**src/rtl/cpu_pkg.sv**
```systemverilog
// Shared definitions for the single-cycle cpu_core: opcodes, instruction field
// positions, default widths and the preloaded Fibonacci program image.
package cpu_pkg;

  localparam int DATA_W_DEF = 16;
  localparam int PC_W_DEF   = 8;

  typedef enum logic [3:0] {
    OP_NOP  = 4'h0,
    OP_ADD  = 4'h1,
    OP_SUB  = 4'h2,
    OP_AND  = 4'h3,
    OP_ADC  = 4'h4,
    OP_OR   = 4'h5,
    OP_XOR  = 4'h6,
    OP_B    = 4'h8,
    OP_HALT = 4'hF
  } opcode_e;

  localparam int OPC_HI = 15;
  localparam int OPC_LO = 12;
  localparam int RD_HI  = 11;
  localparam int RD_LO  = 8;
  localparam int RS1_HI = 7;
  localparam int RS1_LO = 4;
  localparam int RS2_HI = 3;
  localparam int RS2_LO = 0;

  // Program image packed little-end first: word i lives at [16*i +: 16].
  localparam int PROG_LEN = 8;
  localparam logic [16*PROG_LEN-1:0] FIB_PROG = {
    16'h0000, 16'h8002, 16'h1230, 16'h1120,
    16'h1310, 16'h1212, 16'h4201, 16'h4101
  };

  function automatic logic is_alu_op(input opcode_e op);
    return op inside {OP_ADD, OP_SUB, OP_AND, OP_OR, OP_XOR, OP_ADC};
  endfunction

endpackage

```
**src/rtl/cpu_core_alu.sv**
```systemverilog
// Combinational ALU; results wrap modulo 2**DATA_W with no flags.
module alu
  import cpu_pkg::*;
#(
  parameter int DATA_W = DATA_W_DEF
) (
  input  opcode_e           op,
  input  logic [DATA_W-1:0] a,
  input  logic [DATA_W-1:0] b,
  output logic [DATA_W-1:0] y
);

  always_comb begin
    y = '0;
    case (op)
      OP_ADD, OP_ADC: y = a + b;
      OP_SUB:         y = a - b;
      OP_AND:         y = a & b;
      OP_OR:          y = a | b;
      OP_XOR:         y = a ^ b;
      default:        y = '0;
    endcase
  end

endmodule

```
**src/rtl/cpu_core.sv**
```systemverilog
// Single-cycle 16-bit-instruction CPU: ROM, register file, PC and decode, with
// a run/halt control FSM. Each unhalted rising edge retires the instruction at pc_o.
module cpu_core
  import cpu_pkg::*;
#(
  parameter int                       DATA_W = DATA_W_DEF,
  parameter int                       PC_W   = PC_W_DEF,
  parameter logic [16*PROG_LEN-1:0]   PROG   = FIB_PROG
) (
  input  logic              clk,
  input  logic              rst_n,
  output logic [PC_W-1:0]   pc_o,
  output logic              wr_en_o,
  output logic [3:0]        wr_addr_o,
  output logic [DATA_W-1:0] wr_data_o,
  output logic              halt_o
);

  typedef enum logic {ST_RUN, ST_HALTED} state_e;

  state_e            state_q, state_next;
  logic [PC_W-1:0]   pc;
  logic [15:0]       instr;
  opcode_e           opcode;
  logic [3:0]        rd, rs1, rs2;
  logic [DATA_W-1:0] regs [16];
  logic [DATA_W-1:0] a, b, y, imm;
  logic              run, wr_en;

  // Words beyond the program image read as NOP.
  always_comb begin
    instr = '0;
    for (int i = 0; i < PROG_LEN; i++)
      if (int'(pc) == i) instr = PROG[16*i +: 16];
  end

  assign opcode = opcode_e'(instr[OPC_HI:OPC_LO]);
  assign rd     = instr[RD_HI:RD_LO];
  assign rs1    = instr[RS1_HI:RS1_LO];
  assign rs2    = instr[RS2_HI:RS2_LO];

  assign imm = {{(DATA_W-4){1'b0}}, rs2};
  assign a   = (rs1 == 4'd0) ? '0 : regs[rs1];
  assign b   = (opcode == OP_ADC) ? imm : ((rs2 == 4'd0) ? '0 : regs[rs2]);

  alu #(.DATA_W(DATA_W)) u_alu (
    .op (opcode),
    .a  (a),
    .b  (b),
    .y  (y)
  );

  assign run   = rst_n && (state_q == ST_RUN);
  assign wr_en = run && is_alu_op(opcode) && (rd != 4'd0);

  assign wr_en_o   = wr_en;
  assign wr_addr_o = wr_en ? rd : 4'd0;
  assign wr_data_o = wr_en ? y : '0;
  assign pc_o      = pc;

  always_ff @(posedge clk) begin
    if (!rst_n) begin
      state_q <= ST_RUN;
    end else begin
      state_q <= state_next;
    end
  end

  always_comb begin
    state_next = state_q;
    if (state_q == ST_RUN && opcode == OP_HALT) state_next = ST_HALTED;
  end

  always_comb begin
    halt_o = (state_q == ST_HALTED);
  end

  // HALT itself retires like any non-branch, so PC settles one past it.
  always_ff @(posedge clk) begin
    if (!rst_n) begin
      pc <= '0;
    end else if (state_q == ST_RUN) begin
      if (opcode == OP_B) pc <= instr[PC_W-1:0];
      else                pc <= pc + {{(PC_W-1){1'b0}}, 1'b1};
    end
  end

  always_ff @(posedge clk) begin
    if (!rst_n) begin
      for (int i = 0; i < 16; i++) regs[i] <= '0;
    end else if (wr_en) begin
      regs[rd] <= y;
    end
  end

endmodule

```
**config.mk**
```make
export PLATFORM = sky130hd
export DESIGN_NAME = cpu_core
export DESIGN_NICKNAME = d
export VERILOG_FILES = /design/src/rtl/cpu_pkg.sv /design/src/rtl/cpu_core_alu.sv /design/src/rtl/cpu_core.sv
export SDC_FILE = /design/constraint.sdc
export NUM_CORES = 1
export LEC_CHECK = 0
export CORE_ASPECT_RATIO = 1.75
export CORE_MARGIN = 5
export CORE_UTILIZATION = 50
export CTS_CLUSTER_DIAMETER = 80
export DETAILED_ROUTE_END_ITERATION = 8
export PLACE_DENSITY_LB_ADDON = 0.08
export SYNTH_ARGS = -nofsm -noshare
export SYNTH_HDL_FRONTEND = slang
export SYNTH_HIERARCHICAL = 1
export SYNTH_SLANG_ARGS = --single-unit
```
**constraint.sdc**
```tcl
create_clock -name clk -period 5.7 [get_ports clk]
set_input_delay 0.855 -clock clk [delete_from_list [all_inputs] [get_ports clk]]
set_output_delay 0.855 -clock clk [all_outputs]
set_load 0.03 [all_outputs]
```
* After elaboration in Yosys (flattened, before gate mapping)
Memories as Yosys holds them, arrays and structs flattened.
Index checks and enable logic that the tools add are counted.
W data, S select, Z words.
** Word-level totals
- Register bits after elaboration :: 9
- RAM bits :: 256
- Input port bits :: 2
- Output and inout bits :: 30
- Memories :: 1
** Cells by class
- Add/sub/neg operators :: 3
- Equality and inequality tests :: 15
- Multiplexer cells :: 22
- Bitwise gates (word level) :: 4
- Reduce and logical (&&, ||, !) cells :: 11
** Memory list
- regs :: depth 16, width 16, rd ports 2, clocked after Yosys merged registers in 0, write ports 16, RTL line cpu_core.sv:26 : logic [DATA_W-1:0] regs [16];
** Operators with widths (count)
- $mux W16 :: 11
- $pmux W16 S5 :: 1
- $eq A8 B4 Y1 const B :: 4
- $mux W15 :: 2
- $add A16 B16 Y16 :: 1
- $and A16 B16 Y16 :: 1
- $eq A8 B3 Y1 const B :: 2
- $or A16 B16 Y16 :: 1
- $reduce_or A16 Y1 :: 1
- $sub A16 B16 Y16 :: 1
- $xor A16 B16 Y16 :: 1
- $eq A4 B3 Y1 const B :: 3
- $add A8 B1 Y8 const B :: 1
- $eq A4 B2 Y1 const B :: 2
- $eq A4 B4 Y1 const B :: 2
- $eq A8 B2 Y1 const B :: 1
- $logic_not A4 Y1 :: 2
- $logic_not A8 Y1 :: 1
- $mux W4 :: 2
- $mux W8 :: 1
- $reduce_bool A6 Y1 :: 1
- $mux W1 :: 5
- $eq A4 B1 Y1 const B :: 1
- $logic_and A1 B1 Y1 :: 4
- 3 further kinds :: 3

* Longest topological paths before layout
Gate-level depths: netlist (run 1).
- Depth in word-level cells :: 18
- Mapped depth :: 21
- Mapped depth without buffers :: 19

* Hierarchy
Netlist (run 1), hierarchy kept.
** Modules (own cells, without submodules)
- cpu_core :: instances 1, cells each 328, area an instance 3010.4 sq um, sequential area each 1601.5 sq um
- alu :: instances 1, cells each 270, area an instance 1926.8 sq um, sequential area each 0.0 sq um

* Worst setup path after synthesis (run 1)
OpenSTA, ideal clock, no wires.
- Kind :: register to output
- Start point :: register pc[0] (netlist: pc_o[0])
- End point :: output port wr_data_o[15]
- Arrival :: 4.522 ns
- Required time :: 4.845 ns
- Setup slack :: 0.323 ns
- Cell stages (with the launch flop) :: 20
- Cell sequence :: dfxtp_1 -> inv_1 -> ha_1 -> buf_2 -> or3_1 -> a211oi_1 -> inv_1 -> ha_1 -> and3_1 -> a31oi_1 -> xnor2_1 -> ha_1 -> clkbuf_1 -> a21o_1 -> a2111oi_0 -> a21oi_1 -> xnor2_1 -> o21ai_1 -> nand2_1 -> nor2_1
** Between the ends
- Word-level cells in the longest chain between the ends :: 15
- Elaborated cells on any way between the ends :: 40
- Those cells by class :: 2 x add/sub; 13 x eq/ne; 13 x mux; 3 x bitwise; 8 x reduce/logical; 1 x memory
** Ends and longest elaborated chain
- start: declaration :: RTL line cpu_core.sv:22 : logic [PC_W-1:0] pc;
- start signal: assignment :: RTL line cpu_core.sv:83 : if (opcode == OP_B) pc <= instr[PC_W-1:0];
- start signal: assignment :: RTL line cpu_core.sv:84 : else pc <= pc + {{(PC_W-1){1'b0}}, 1'b1};
- $logic_not A8 Y1 :: RTL line cpu_core.sv:34 : if (int'(pc) == i) instr = PROG[16*i +: 16];
- $mux W15 (2 in a row) :: RTL line cpu_core.sv:34
- $mux W16 (5 in a row) :: RTL line cpu_core.sv:34
- $mux W16 (*) :: RTL line cpu_core.sv:34
- $mem_v2 Z16 W16 or $logic_not A4 Y1 (tied branches)
- $mux W16 :: RTL line cpu_core.sv:44 : assign b = (opcode == OP_ADC) ? imm : ((rs2 == 4'd0) ? '0 : regs[rs2]);
- $mux W16 (*) :: RTL line cpu_core.sv:44
- via b[0] :: RTL line cpu_core.sv:27 : logic [DATA_W-1:0] a, b, y, imm;
- $sub A16 B16 Y16 or $add A16 B16 Y16 (tied branches) :: RTL line cpu_core_alu.sv:17, cpu_core_alu.sv:16
- $pmux W16 S5 (*) :: RTL line cpu_core_alu.sv:15 : case (op)
- via y[15] :: RTL line cpu_core.sv:27
- $mux W16 (*) :: RTL line cpu_core.sv:58 : assign wr_data_o = wr_en ? y : '0;
- end: declaration :: RTL line cpu_core.sv:15 : output logic [DATA_W-1:0] wr_data_o,
The timed path passes the listed nets; every way through them passes the cells marked *.

* Final worst setup path (run 1)
Same ends and word-level chain as after synthesis.

==> impl_metrics.toml, run 1 <==
[global_routing]
grt_max_degree = 36
grt_antenna_before_repair = 0
gr-total-overflow = 0
track_usage_pct = 23.7
grt_pass1_wl_microns = 22600
grt-busiest-layer = "met2"
met1_usage_pct = 28.5
grt_pass1_vias = 4409
use_met2_pct = 43.2
grt_use_met3_pct = 2.44

[timing]
finalHoldViolations = 0
tightest_slew_ns = 3.15
setup_viol = 0
fin_tns_setup_ns = 0
clock.fmax_mhz = 184
final.period_utilization_pct = 95.5
whs_ns = 0.496
fin_crit_ns = 5.44
max-slew-margin-rel_pct = -113
skew_ns = 0.00628
final_max_slew_viol_count = 50

[layout]
syn_to_final_growth_pct = 13.3
final_cell_mix = "85 x nor2_1, 67 x nand2_1, 49 x ha_1"
layout_commonest_cell = "nor2_1"
nNetsFinal = 677
nFillCells = 925
final_util_pct = 57.2
n_antenna_cell = 0
fin_area_sq_um = 5600
layout-drive-gt1-share_pct = 9.32

[route]
via_count = 4479
wire_per_inst_microns = 18.7
via_per_inst = 6.00
wirelength_microns = 14000
dr.pass1.iters = 5
ant_nets = 0
post-route-drc-count = 0
drtIter0Drc = 331

[floorplanning]
row_count = 48
io_pins = 32
die_w_microns = 85.1
start_util_pct = 50.4
coreArea_sq_um = 9790
die_y_microns = 141
dieArea_sq_um = 12000

[placed_design]
gp_congestion = 0.882
port-buffer-count = 28
place_area_sq_um = 5340
dp_hpwl_microns = 10400

[worst_setup_path]
cp_slowest_cell = "dfxtp_4"
crit_arrival_ns = 4.59
end_kind = "primary output"
worstPathCellList = "inv_1 -> ha_1 -> nor2_1 -> or3_1 -> a211oi_2 -> inv_1 -> ha_1 -> and3_2 -> a41oi_2 -> xnor2_1 -> ha_2 -> a21oi_1 -> o21ai_1 -> a2111oi_2 -> a21oi_1 -> xnor2_1 -> o21ai_1 -> nand2_1 -> nor2_1 -> buf_4"
slowest_delay_ns = 0.38
crit_required_ns = 4.85
start_kind = "register"
criticalPathCategory = "register to primary output"
worstPathMaxFanout = 8

[hold_path]
min_path_type = "register to register"

[logic_synthesis]
ys_ff_latch = 56
synthArstFlopShare_pct = 0
synth-adder-area-share_pct = 13.6
synth_edf_count = 48
yosysWarnings = 6
synthSimpleGateAreaFrac_pct = 24.8
ys_seq_area_share_pct = 32.4
synth.area.mux_share_pct = 0.431
synth_xor_area_share_pct = 4.97
synthDistinctLibCells = 58
synth_cells = 598
synthFlopType = "edfxtp_1"
synth_area_per_cell_sq_um = 8.26
synth_top_family_by_area = "simple AND/OR/NAND/NOR gates"
synth_area_sq_um = 4940
synth-compound-area-share_pct = 17.5

[cts]
cts.clk_slew.worst_paths_ns = 0.07
cts.sinks = 56
clock_path_buffers = 2
cts_buffers = 5
htree_num_levels = 2
tritoncts = "done"
clkLatencyLatePin_ns = 0.29
clock-root-buffer = "clkbuf_16"

[power]
p_per_area_nw_per_um2 = 321
cellLeakagePower_nw = 2.12
vdd_drop_max_mv = 0.288

[run_status]
violations = "slew limit"
status = "finished with violations"

[job]
cap_violations = 0
==> layer usage <==
layer | up-vias | wire length, microns
li1 | 2145 | -
met5 | - | 0
met1 | 2151 | 5550
met4 | 0 | 366
met2 | 153 | 7320
met3 | 30 | 721
==> state kept, by name (all words and copies together) (netlist names) <==
register,flops
pc_o,8
regs,48
==> layout make-up <==
| cell class | instances | area [sq um] | share of cell area (%) |
|---|---|---|---|
| Multi-Input combinational cell | 474 | 3120 | 55.8 |
| Sequential cell | 56 | 1610 | 28.7 |
| Timing Repair Buffer | 45 | 375 | 6.71 |
| Tap cell | 125 | 156 | 2.80 |
| Inverter | 40 | 150 | 2.68 |
| Clock buffer | 5 | 125 | 2.24 |
| Clock inverter | 2 | 60.1 | 1.07 |
==> repair_timing <==
action	CTS	global route
setup buffers	0	0
endpoints found under the hold margin	0	0
hold buffers	0	0
pin swaps	0	1
resized for setup	2	15
endpoints found under the setup margin	1	11
==> synthesized netlist by cell type (8+ instances only) <==
cell type / instances / area (sq um)
nand3_1: 10 / 50.1
a221oi_1: 15 / 131
nor2_1: 85 / 319
ha_1: 52 / 651
inv_1: 40 / 150
a21o_1: 17 / 128
nand3b_1: 16 / 120
and2_1: 15 / 93.8
dfxtp_1: 8 / 160
clkbuf_1: 24 / 90.1
a21oi_1: 42 / 210
nand2_1: 67 / 251
xnor2_1: 22 / 193
o21ai_1: 18 / 90.1
edfxtp_1: 48 / 1440
nor3_1: 19 / 95.1
o21ai_0: 8 / 40.0
buf_2: 9 / 45.0
==> power by group <==
group	internal, mW	switching, mW	total (mW)
Combinational	0.322	0.562	0.884
Clock	0.249	0.134	0.384
Sequential	0.509	0.0217	0.531
Total	1.08	0.718	1.80
==> final timing paths <==
path                      startpoint                       end  slack, ns  depth (start not counted)
setup / recovery  pc_o[0]$_SDFF_PN0_             wr_data_o[15]       0.26                         20
hold / removal    pc_o[0]$_SDFF_PN0_        pc_o[0]$_SDFF_PN0_       0.50                          1
setup reg to reg  pc_o[0]$_SDFF_PN0_  regs[2][8]$_SDFFCE_PN0P_       1.39                         17
hold reg to reg   pc_o[0]$_SDFF_PN0_        pc_o[0]$_SDFF_PN0_       0.50                          1
==> stage by stage <==
step	power, mW	setup slack, ns	std cells
2_1_floorplan	1.15	0.323	606
3_3_place_gp	1.38	0.395	740
3_5_place_dp	1.39	0.271	740
4_1_cts	1.77	0.0143	747
5_1_grt	1.92	-0.00458	747
6_report	1.80	0.258	747
==> worst max-delay path, delay by kind of cell, from the launching register on <==
| kind | cells | cell delay, ns |
|---|---|---|
| AO/OA/AOI/OAI | 7 | 1.40 |
| XOR/XNOR | 2 | 0.30 |
| adder cells (fa/ha/maj) | 3 | 0.80 |
| buffers and inverters | 3 | 0.42 |
| flip-flops | 1 | 0.38 |
| AND/OR/NAND/NOR | 5 | 0.99 |
==> kinds of logic (layout without fill, tap and decap cells) <==
| logic type | count (synthesis) | count (layout) |
|---|---|---|
| XOR/XNOR | 28 | 28 |
| buffers and inverters | 76 | 92 |
| multiplexers | 2 | 2 |
| AND/OR/NAND/NOR | 250 | 250 |
| adder cells (fa/ha/maj) | 53 | 53 |
| other | 1 | 9 |
| flip-flops | 56 | 56 |
| AO/OA/AOI/OAI | 132 | 132 |
No activity file was read; power rests on OpenSTA's default activity.
==> inputs of run 2 (changes only) <==
- DONT_BUFFER_PORTS: default -> 1
- clock period: 5.7 -> 5.18 ns (I/O delays scaled with it)
==> run 2 against run 1 <==
  * Flip-flop and latch count did not move
  * First-iteration DRC count decreased by 15%
  * Via count rose by 0.74%
  * Die area stayed put
  * Combinational power increased by 14%
  * Clock skew is 0.0012 ns higher
  * Power rose by 13%
  * Utilization is 0.40 points higher
  * Final area is 0.69% higher
  * Worst hold slack improved by 0.10 ns
  * Count of clock-buffer cells in the layout up 1
  * The run still ends with slew limit left
  * Non-clock buffer count is 2 higher
==> impl_metrics.toml, run 2 (synthesized netlist as in run 1, its figures left out) <==
[global_routing]
grt_antenna_before_repair = 0
grt_pass1_vias = 4545
grt_max_degree = 36
grt_pass1_wl_microns = 22700
track_usage_pct = 23.6
gr-total-overflow = 0

[floorplanning]
die_w_microns = 85.1
io_pins = 32
row_count = 48
dieArea_sq_um = 12000
coreArea_sq_um = 9790
start_util_pct = 50.4
die_y_microns = 141

[layout]
syn_to_final_growth_pct = 14.1
layout-drive-gt1-share_pct = 14.9
final_cells = 750
layout_commonest_cell = "nor2_1"
top_register = "regs"
nNetsFinal = 679
largest_register_ffs = 48
final_cell_mix = "83 x nor2_1, 65 x nand2_1, 49 x ha_1"
n_antenna_cell = 0

[worst_setup_path]
worstSetupStartpoint = "pc_o[0]$_SDFF_PN0_"
end_kind = "primary output"
worstPathCellList = "buf_4 -> ha_1 -> buf_4 -> or3b_4 -> a21o_1 -> a21oi_2 -> inv_1 -> ha_1 -> fa_2 -> nand2b_1 -> a21oi_2 -> o21ai_2 -> a211oi_2 -> nor3_1 -> o31ai_1 -> nand2_1 -> nor2_2 -> buf_4"
slowest_delay_ns = 0.45
crit_arrival_ns = 4.18
crit-reg2reg-launch = "pc_o[0]$_SDFF_PN0_"
cp_num_buf_inv = 4
worstPathMaxFanout = 14
criticalPathCategory = "register to primary output"
cp_slowest_cell = "or3b_4"
start_kind = "register"
critPathMostFrequentCell = "buf_4"
crit_family = "compound AO/OA/AOI/OAI gates"
crit_required_ns = 4.40

[run_status]
violations = "slew limit"
status = "finished with violations"

[power]
vdd_drop_max_mv = 0.249
p_per_area_nw_per_um2 = 362
power_mw = 2.04
cellLeakagePower_nw = 2.16

[route]
via_per_inst = 6.02
drtIter0Drc = 281
post-route-drc-count = 0
wire_per_inst_microns = 19.0
via_count = 4512
ant_nets = 0
wirelength_microns = 14200
dr.pass1.iters = 5

[cts]
cts_buffers = 5
clkLatencyLatePin_ns = 0.30
htree_num_levels = 2
cts.clk_slew.worst_paths_ns = 0.07
tritoncts = "done"
clock_path_buffers = 2
cts.hold.buffers_added = 0
clock-root-buffer = "clkbuf_16"
cts.sinks = 56

[timing]
finalHoldViolations = 0
skew_ns = 0.00748
final_max_slew_viol_count = 50
tightest_slew_ns = 3.17
setup_viol = 0
fin_tns_setup_ns = 0
rsz0062_at_grt = "true"
fin_crit_ns = 4.96
clock.fmax_mhz = 202
final.period_utilization_pct = 95.7
max-slew-margin-rel_pct = -114

[hold_path]
min_path_type = "input port to register"
hp-start = "rst_n"

[placed_design]
dp_hpwl_microns = 10300
gp_congestion = 0.886
post-place-cells = 738
port-buffer-count = 0

[job]
cap_violations = 0
-- run 2: per-layer routing --
| metal | global-route usage, % | vias up | part of all wire [%] |
|---|---|---|---|
| li1 | - | 2142 | - |
| met1 | 28.0 | 2200 | 40 |
| met2 | 42.0 | 141 | 52 |
| met3 | 4.13 | 29 | 5.6 |
| met4 | 9.17 | 0 | 2.6 |
| met5 | 0 | - | 0 |
-- run 2: what timing repair did --
item / 4_1_cts / 5_1_grt
pin swaps: 1 / 9
setup endpoints to repair: 5 / 8
setup buffers: 1 / 3
gates resized for setup: 7 / 28
-- run 2: metrics by stage --
stage	hold slack (ns)	utilization, %	cell area (sq um)	worst slack, ns
after detailed placement	0.643	54.1	5290	0.182
after global routing	0.595	57.6	5630	-0.0276
after CTS	0.593	56.3	5510	0.00292
after floorplan	0.609	-	4970	0.00635
final	0.600	57.6	5630	0.223
after global placement	0.622	54.1	5290	0.195
-- run 2: area by class of cell --
| type | instances | area, sq um |
|---|---|---|
| fill | 948 | 4160 |
| multi-input combinational | 474 | 3180 |
| sequential | 56 | 1600 |
| timing repair buffer | 47 | 360 |
| tap | 125 | 156 |
| inverter | 40 | 150 |
| clock buffer | 6 | 129 |
| clock inverter | 2 | 60.1 |
-- run 2: final timing paths --
kind / cells past startpoint / slack (ns) / end
hold / removal: 1 / 0.60 / pc_o[1]$_SDFF_PN0_
setup / recovery: 18 / 0.22 / wr_data_o[8]
hold reg to reg: 2 / 0.64 / pc_o[0]$_SDFF_PN0_
setup reg to reg: 18 / 1.04 / regs[2][8]$_SDFFCE_PN0P_
-- run 2: report_power, final --
group          internal (mW)  switching [mW]
combinational          0.372           0.636
clock                  0.278           0.169
sequential             0.561          0.0224
total                   1.21           0.827
==> inputs of run 3 (changes only) <==
- CTS_CLUSTER_DIAMETER: 80 -> 200
==> results of run 3 <==
No change in the layout: final DEF, timing and power equal those of run 2.
